## config.mk

```make
export PLATFORM = sky130hd
export DESIGN_NAME = divider_stb_initiator
export DESIGN_NICKNAME = d
export VERILOG_FILES = /design/src/rtl/div_init_pkg.sv /design/src/rtl/divider_stb_initiator.sv
export SDC_FILE = /design/constraint.sdc
export NUM_CORES = 1
export LEC_CHECK = 0
export ABC_AREA = 1
export CAP_MARGIN = 20
export CORE_UTILIZATION = 42
export DETAILED_ROUTE_END_ITERATION = 6
export GPL_ROUTABILITY_DRIVEN = 0
export PLACE_DENSITY = 0.85
export SYNTH_ARGS = -nofsm -noshare
export SYNTH_HDL_FRONTEND = slang
export SYNTH_SLANG_ARGS = --single-unit
```

## constraint.sdc

```tcl
create_clock -name clk -period 2.7 [get_ports clk]
set_clock_uncertainty 0.2 [all_clocks]
set_input_delay 0.405 -clock clk [delete_from_list [all_inputs] [get_ports clk]]
set_output_delay 0.405 -clock clk [all_outputs]
set_load 0.01 [all_outputs]
```

## src/rtl/div_init_pkg.sv

```systemverilog
// Shared types and constants for the divider stb/ack initiator.
package div_init_pkg;

    // Default operand and tag widths (IEEE-754 single, 4-bit tag).
    localparam int DIV_WIDTH = 32;
    localparam int DIV_TAG_W = 4;

    // Quiet NaN returned when the watchdog abandons a job.
    localparam logic [31:0] FP_QNAN = 32'h7FC0_0000;

    typedef enum logic [1:0] {
        IDLE,
        SEND,
        WAIT_Z,
        RESULT
    } state_t;

    typedef struct packed {
        logic [DIV_WIDTH-1:0] a;
        logic [DIV_WIDTH-1:0] b;
        logic [DIV_TAG_W-1:0] tag;
    } job_t;

    typedef struct packed {
        logic [DIV_WIDTH-1:0] a;
        logic [DIV_WIDTH-1:0] b;
        logic [DIV_WIDTH-1:0] z;
        logic [DIV_TAG_W-1:0] tag;
    } res_t;

endpackage

```

## src/rtl/divider_stb_initiator.sv

```systemverilog
// Initiator for the divider's stb/ack handshake: accepts a job (a, b, tag),
// pushes a and b to the divider, collects z and returns {a, b, z, tag}.
// Optional watchdog on the divider response: define DIV_INIT_TIMEOUT_EN.
module divider_stb_initiator
    import div_init_pkg::*;
#(
    parameter int WIDTH       = 32,
    parameter int TAG_W       = 4,
    parameter int TIMEOUT_CYC = 4096
) (
    input  logic             clk,
    input  logic             rst_n,
    // job stream
    input  logic             job_valid,
    output logic             job_ready,
    input  logic [WIDTH-1:0] job_a,
    input  logic [WIDTH-1:0] job_b,
    input  logic [TAG_W-1:0] job_tag,
    // divider operand ports
    output logic [WIDTH-1:0] div_a,
    output logic             div_a_stb,
    input  logic             div_a_ack,
    output logic [WIDTH-1:0] div_b,
    output logic             div_b_stb,
    input  logic             div_b_ack,
    // divider result port
    input  logic [WIDTH-1:0] div_z,
    input  logic             div_z_stb,
    output logic             div_z_ack,
    // result stream
    output logic             res_valid,
    input  logic             res_ready,
    output logic [WIDTH-1:0] res_a,
    output logic [WIDTH-1:0] res_b,
    output logic [WIDTH-1:0] res_z,
    output logic [TAG_W-1:0] res_tag,
    output logic             res_err,
    output logic [15:0]      jobs_done
);

    // Watchdog counter type; wide enough to hold TIMEOUT_CYC.
    typedef logic [$clog2(TIMEOUT_CYC + 1)-1:0] wdog_cnt_t;

    state_t           state;
    logic [WIDTH-1:0] a_q;
    logic [WIDTH-1:0] b_q;
    logic [TAG_W-1:0] tag_q;

    logic job_accept;
    logic a_done;
    logic b_done;

    // Operands stay in one register set: stable on the divider ports during
    // SEND and echoed on the result port during RESULT.
    assign div_a   = a_q;
    assign div_b   = b_q;
    assign res_a   = a_q;
    assign res_b   = b_q;
    assign res_tag = tag_q;

    // job_ready is only ever high in IDLE, so it alone qualifies the accept.
    assign job_accept = job_valid && job_ready;

    // An operand is done once its stb has dropped or is completing this edge.
    assign a_done = !div_a_stb || div_a_ack;
    assign b_done = !div_b_stb || div_b_ack;

`ifdef DIV_INIT_TIMEOUT_EN
    wdog_cnt_t wdog_cnt;
    logic      wdog_fire;

    // Fire on the TIMEOUT_CYC-th cycle spent in SEND/WAIT_Z; a z transfer
    // landing on that same edge still completes normally.
    assign wdog_fire = ((state == SEND) ||
                        (state == WAIT_Z && !(div_z_stb && div_z_ack))) &&
                       (wdog_cnt == wdog_cnt_t'(TIMEOUT_CYC - 1));

    // Watchdog counter and error flag; both restart with every accepted job.
    always_ff @(posedge clk or negedge rst_n) begin
        if (!rst_n) begin
            wdog_cnt <= '0;
            res_err  <= 1'b0;
        end else begin
            if (job_accept) begin
                wdog_cnt <= '0;
                res_err  <= 1'b0;
            end else if (state == SEND || state == WAIT_Z) begin
                wdog_cnt <= wdog_cnt + 1'b1;
            end
            if (wdog_fire) begin
                res_err <= 1'b1;
            end
        end
    end
`else
    assign res_err = 1'b0;
`endif

    // Handshake sequencer: every output strobe/ack is a register set here.
    always_ff @(posedge clk or negedge rst_n) begin
        if (!rst_n) begin
            // NOTE: job_ready is a flop cleared by reset, so it reads 0 while
            // rst_n is low and rises on the first clock edge in IDLE.
            state     <= IDLE;
            job_ready <= 1'b0;
            a_q       <= '0;
            b_q       <= '0;
            tag_q     <= '0;
            div_a_stb <= 1'b0;
            div_b_stb <= 1'b0;
            div_z_ack <= 1'b0;
            res_valid <= 1'b0;
            res_z     <= '0;
            jobs_done <= '0;
        end else begin
            // NOTE: non-blocking assignments throughout; the watchdog override
            // after the case relies on the last assignment winning.
            case (state)
                IDLE: begin
                    if (job_accept) begin
                        a_q       <= job_a;
                        b_q       <= job_b;
                        tag_q     <= job_tag;
                        div_a_stb <= 1'b1;
                        div_b_stb <= 1'b1;
                        job_ready <= 1'b0;
                        state     <= SEND;
                    end else begin
                        job_ready <= 1'b1;
                    end
                end
                SEND: begin
                    if (div_a_stb && div_a_ack) begin
                        div_a_stb <= 1'b0;
                    end
                    if (div_b_stb && div_b_ack) begin
                        div_b_stb <= 1'b0;
                    end
                    if (a_done && b_done) begin
                        div_z_ack <= 1'b1;
                        state     <= WAIT_Z;
                    end
                end
                WAIT_Z: begin
                    if (div_z_stb && div_z_ack) begin
                        res_z     <= div_z;
                        div_z_ack <= 1'b0;
                        res_valid <= 1'b1;
                        state     <= RESULT;
                    end
                end
                RESULT: begin
                    if (res_ready) begin
                        res_valid <= 1'b0;
                        jobs_done <= jobs_done + 1'b1;
                        job_ready <= 1'b1;
                        state     <= IDLE;
                    end
                end
                default: begin
                    state <= IDLE;
                end
            endcase
`ifdef DIV_INIT_TIMEOUT_EN
            if (wdog_fire) begin
                div_a_stb <= 1'b0;
                div_b_stb <= 1'b0;
                div_z_ack <= 1'b0;
                res_z     <= WIDTH'(FP_QNAN);
                res_valid <= 1'b1;
                state     <= RESULT;
            end
`endif
        end
    end

endmodule

```

# Word level (Yosys, flattened, before mapping)
# Index checks and enable logic that the tools add are counted.
# word_totals
register_bits	123
latch_bits	0
mem_bits_rw	0
rom_bits	0
in_bits	107
output_inout_bits	186
n_memories	0
# op_classes
n_addsub	1
n_mul	0
div_mod_pow	0
magnitude_cmp	0
n_eq_ne	9
n_shift	0
mux	19
n_bitwise	0
reduce_logical	23
# ops
cell	n
16-bit by 1-bit adder with 16-bit output (second input constant)	1
2-bit inequality test (second input constant)	6
3-bit AND reduction	4
1-bit one-hot mux with 2 select lines	5
1-bit two-way mux	9
2-bit two-way mux	4
2-bit one-hot mux with 4 select lines	1
2-bit AND reduction	4
2-bit nonzero test	4
1-bit logical AND	5
2-bit equality test (second input constant)	2
4-bit AND reduction	1
2-bit by 1-bit equality test with 1-bit output (second input constant)	1
1-bit zero test	2
2-bit zero test	1
1-bit logical OR	2

# Depth between registers and ports, before layout
# depth
depth_word	5
mapped_depth	8

# Worst setup path before layout
# Ideal clock, no wire load.
# synth_path
path_type	register to register
start	register state[0]
end	register a_q[22], in the netlist div_a[22]
arrival_ns	1.372
t_required_ns	2.375
setup_slack_ns	1.003
path_stages_with_launch	7
n_path_buf	2
period_less_slack_ns	1.697
cell_sequence	dfrtp_1 inv_1 ha_1 nand3_2 buf_6 buf_6 mux2_4
# synth_via
elab_chain_cells	2
# synth_lines
item	line	text
start, declared	divider_stb_initiator.sv:44	state_t state;
start signal, assigned	divider_stb_initiator.sv:104	state <= IDLE;
start signal, assigned	divider_stb_initiator.sv:127	state <= SEND;
start signal, assigned	divider_stb_initiator.sv:141	state <= WAIT_Z;
2-bit zero test	divider_stb_initiator.sv:118	case (state)
2-bit AND reduction (no source line)	-	
end signal, assigned	divider_stb_initiator.sv:121	a_q <= job_a;
end, declared	divider_stb_initiator.sv:45	logic [WIDTH-1:0] a_q;
# Every way passes these cells.
# A chain may end at the register's enable or synchronous reset.

# Final worst setup path
# layout_path
start	register job_ready
end	output job_ready
# layout_lines
item	line	text
start, declared	divider_stb_initiator.sv:15	output logic job_ready,
start signal, assigned	divider_stb_initiator.sv:105	job_ready <= 1'b0;
start signal, assigned	divider_stb_initiator.sv:126	job_ready <= 1'b0;
start signal, assigned	divider_stb_initiator.sv:129	job_ready <= 1'b1;
# No word-level cell between the ends.

==> flow_summary.toml <==
[run_status]
status = "finished clean"

[drt]
drtIter0Drc = 167
ant_nets = 0
drt-vias-per-instance = 4.73
num_vias = 4024
wl_per_cell_um = 17.4
drcViolationCount = 0
first_pass_iters = 4
wl_mm = 14.8

[power]
p_leak_nw = 3.80
vdd_drop_max_v = 0.000550
p_per_area_nw_per_um2 = 1220
total_power_w = 0.0106

[floorplan]
die_area_um2 = 13400
coreArea_um2 = 12600
initial_core_util_pct = 43.1
die_height_um = 116
io_pins = 293
fp-row-count = 41
die_w_um = 116

[logic_synthesis]
synth_cells = 425
synth_area_leaders = "dfrtp_1 57%, mux2_2 19%, buf_4 9.0%"
yosysUniqueCellTypes = 24
ys_top_cells_by_count = "123 x dfrtp_1, 91 x mux2_2, 65 x buf_4"
ys_ff_latch = 123
async_flop_share_pct = 100
synth.most_common_cell = "dfrtp_1"
synthesis.nets = 538
synth_area_per_cell_um2 = 12.8
synth-main-ff-cell = "dfrtp_1"
yosysSeqAreaShare_pct = 56.5
synth-edff-count = 0
synth_area_um2 = 5440
yosysWarningCount = 0
yosysTopAreaCell = "dfrtp_1"
yosys.area.top_type_share_pct = 56.5

[critical_path]
path_class = "reg -> out"
crit_required_ns = 2.10
path_depth = 1
critPathCaptureType = "primary output"
crit_slowest_cell = "clkdlybuf4s50_1"
reg2regPathDepth = 5
cp.arrival_ns = 1.43
critPathMaxStageDelay_ns = 0.58
path_delay_family = "buffers and inverters"
crit_buf_inv = 1
worstPathCellList = "clkdlybuf4s50_1"
cp_max_fo = 4
critPathLaunchType = "flop"

[clocking]
cts_setup_buffers = 0
cts_tree = "yes"
root_buffer = "clkbuf_16"
cts_sinks = 123
cts.clk_slew.worst_paths_ns = 0.05
clockBufferDepth = 2
cts_buffers = 17
clk_latency_ns = 0.40
post_cts_resize_count = 0
cts.htree.levels = 4

[cells_and_area]
fin_area_um2 = 8660
area_growth_pct = 59.1
n_antenna_cell = 0
drive_above_1_share_pct = 21.4
fin_nets = 779

[global_routing]
antenna_found_initial = 0
grt_max_degree = 70
grt_pass1_vias = 4104
grt_first_pass_wirelength_mm = 22.2
grt_usage_pct = 22.2
gr-total-overflow = 0

[placement]
place_area_um2 = 8090
hpwl_mm = 11.2
port_buffers = 291

[timing]
finalSetupTns_ns = 0
grt_setup_unrepaired = "no"
setup_violations = 0
worst-slew-pin-transition_ns = 0.533
drv_slew = 0
hold_violations = 0
relSlewSlack_pct = 64.4
max_clock_freq_mhz = 492
period_minus_slack_ns = 2.03
finalCritPeriodShare_pct = 75.3

[hold_path]
hold_depth = 2
min-delay-path-class = "reg -> reg"

[flow_run]
drv_cap = 0
[state kept, by name (all words and copies together) (netlist names)]
name and count:
res_valid 1, jobs_done 16, res_tag 4, state 2, div_a_stb 1, div_b 32
div_b_stb 1, job_ready 1, div_z_ack 1, res_z 32, div_a 32
[worst reg2reg max path, stage by stage (launching register included)]
cell and delay [ns]:
dfrtp_1 0.39, inv_1 0.10, ha_1 0.27, nand3_4 0.09
buf_12 0.32, mux2_2 0.45
[path summary, 6_finish.rpt]
kind / from / endpoint / slack (ns)
setup reg to reg: state[0] / div_b[19] / 0.76
setup / recovery: job_ready / job_ready / 0.67
hold reg to reg: res_valid / res_valid / 0.30
hold / removal: res_valid / res_valid / 0.30
min in group asynchronous: rst_n / res_z[16] / 0.32
max in group asynchronous: rst_n / div_b[19] / 1.30
[report_power, final]
part	total (W)	leakage (nW)	switching, W	internal [W]
clock network	0.00212	0.281	0.000792	0.00133
registers	0.00338	1.47	0.000669	0.00271
logic	0.00510	2.04	0.00190	0.00320
total	0.0106	3.80	0.00336	0.00723
[routing by layer]
metal	vias up	wire length, um	GRT usage, %
met4	0	320	9.57
met1	2001	5770	26.0
met3	26	874	5.81
met2	172	7880	38.6
met5	-	0	0
li1	1825	-	-
[cells by family after synthesis]
kind of cell | synth area share (%)
DFF | 56.5
muxes | 21.3
buffers and inverters | 11.8
and+or+nand+nor | 6.44
xor gates and xnor gates | 1.61
AOI/OAI and AO/OA | 0.896
adders and majority gates | 1.38
other | 0.0689
[repair_timing]
item | 4_1_cts | 5_1_grt
endpoints found under the setup margin | 0 | 0
hold endpoints to repair | 35 | 0
hold buffers | 1 | 0
[final cells by class]
cell class / instances / area, um2
Tap cell: 172 / 215
Clock inverter: 12 / 97.6
Inverter: 24 / 90.1
Sequential cell: 123 / 3080
Clock buffer: 20 / 467
Timing Repair Buffer: 297 / 2980
Fill cell: 910 / 3960
Multi-Input combinational cell: 203 / 1730
[cells in the final DEF (no fill, tap or decap), drive strengths merged]
| master | n |
|---|---|
| inv | 24 |
| clkdlybuf4s50 | 290 |
| nand2 | 46 |
| nand4 | 5 |
| nor3 | 1 |
| a21oi | 2 |
| xor2 | 5 |
| xnor2 | 5 |
| clkbuf | 20 |
| o21ai | 4 |
| ha | 6 |
| nor2 | 14 |
| dlygate4sd3 | 1 |
| nand3 | 9 |
| mux2 | 100 |
| clkinvlp | 2 |
| clkinv | 9 |
| conb | 1 |
| buf | 6 |
| bufinv | 1 |
| o22ai | 3 |
| nand3b | 2 |
| dfrtp | 123 |
[stage by stage]
step | util, % | std cells | hold WS (ns) | setup slack (ns)
floorplan | - | 425 | -0.0906 | 1.00
global placement | 64.1 | 818 | 0.202 | 0.660
detailed placement | 64.1 | 818 | 0.209 | 0.622
CTS | 68.6 | 851 | 0.293 | 0.647
global route | 68.6 | 851 | 0.319 | 0.623
finish | 68.6 | 851 | 0.296 | 0.667
(Power assumes the default switching activity.)
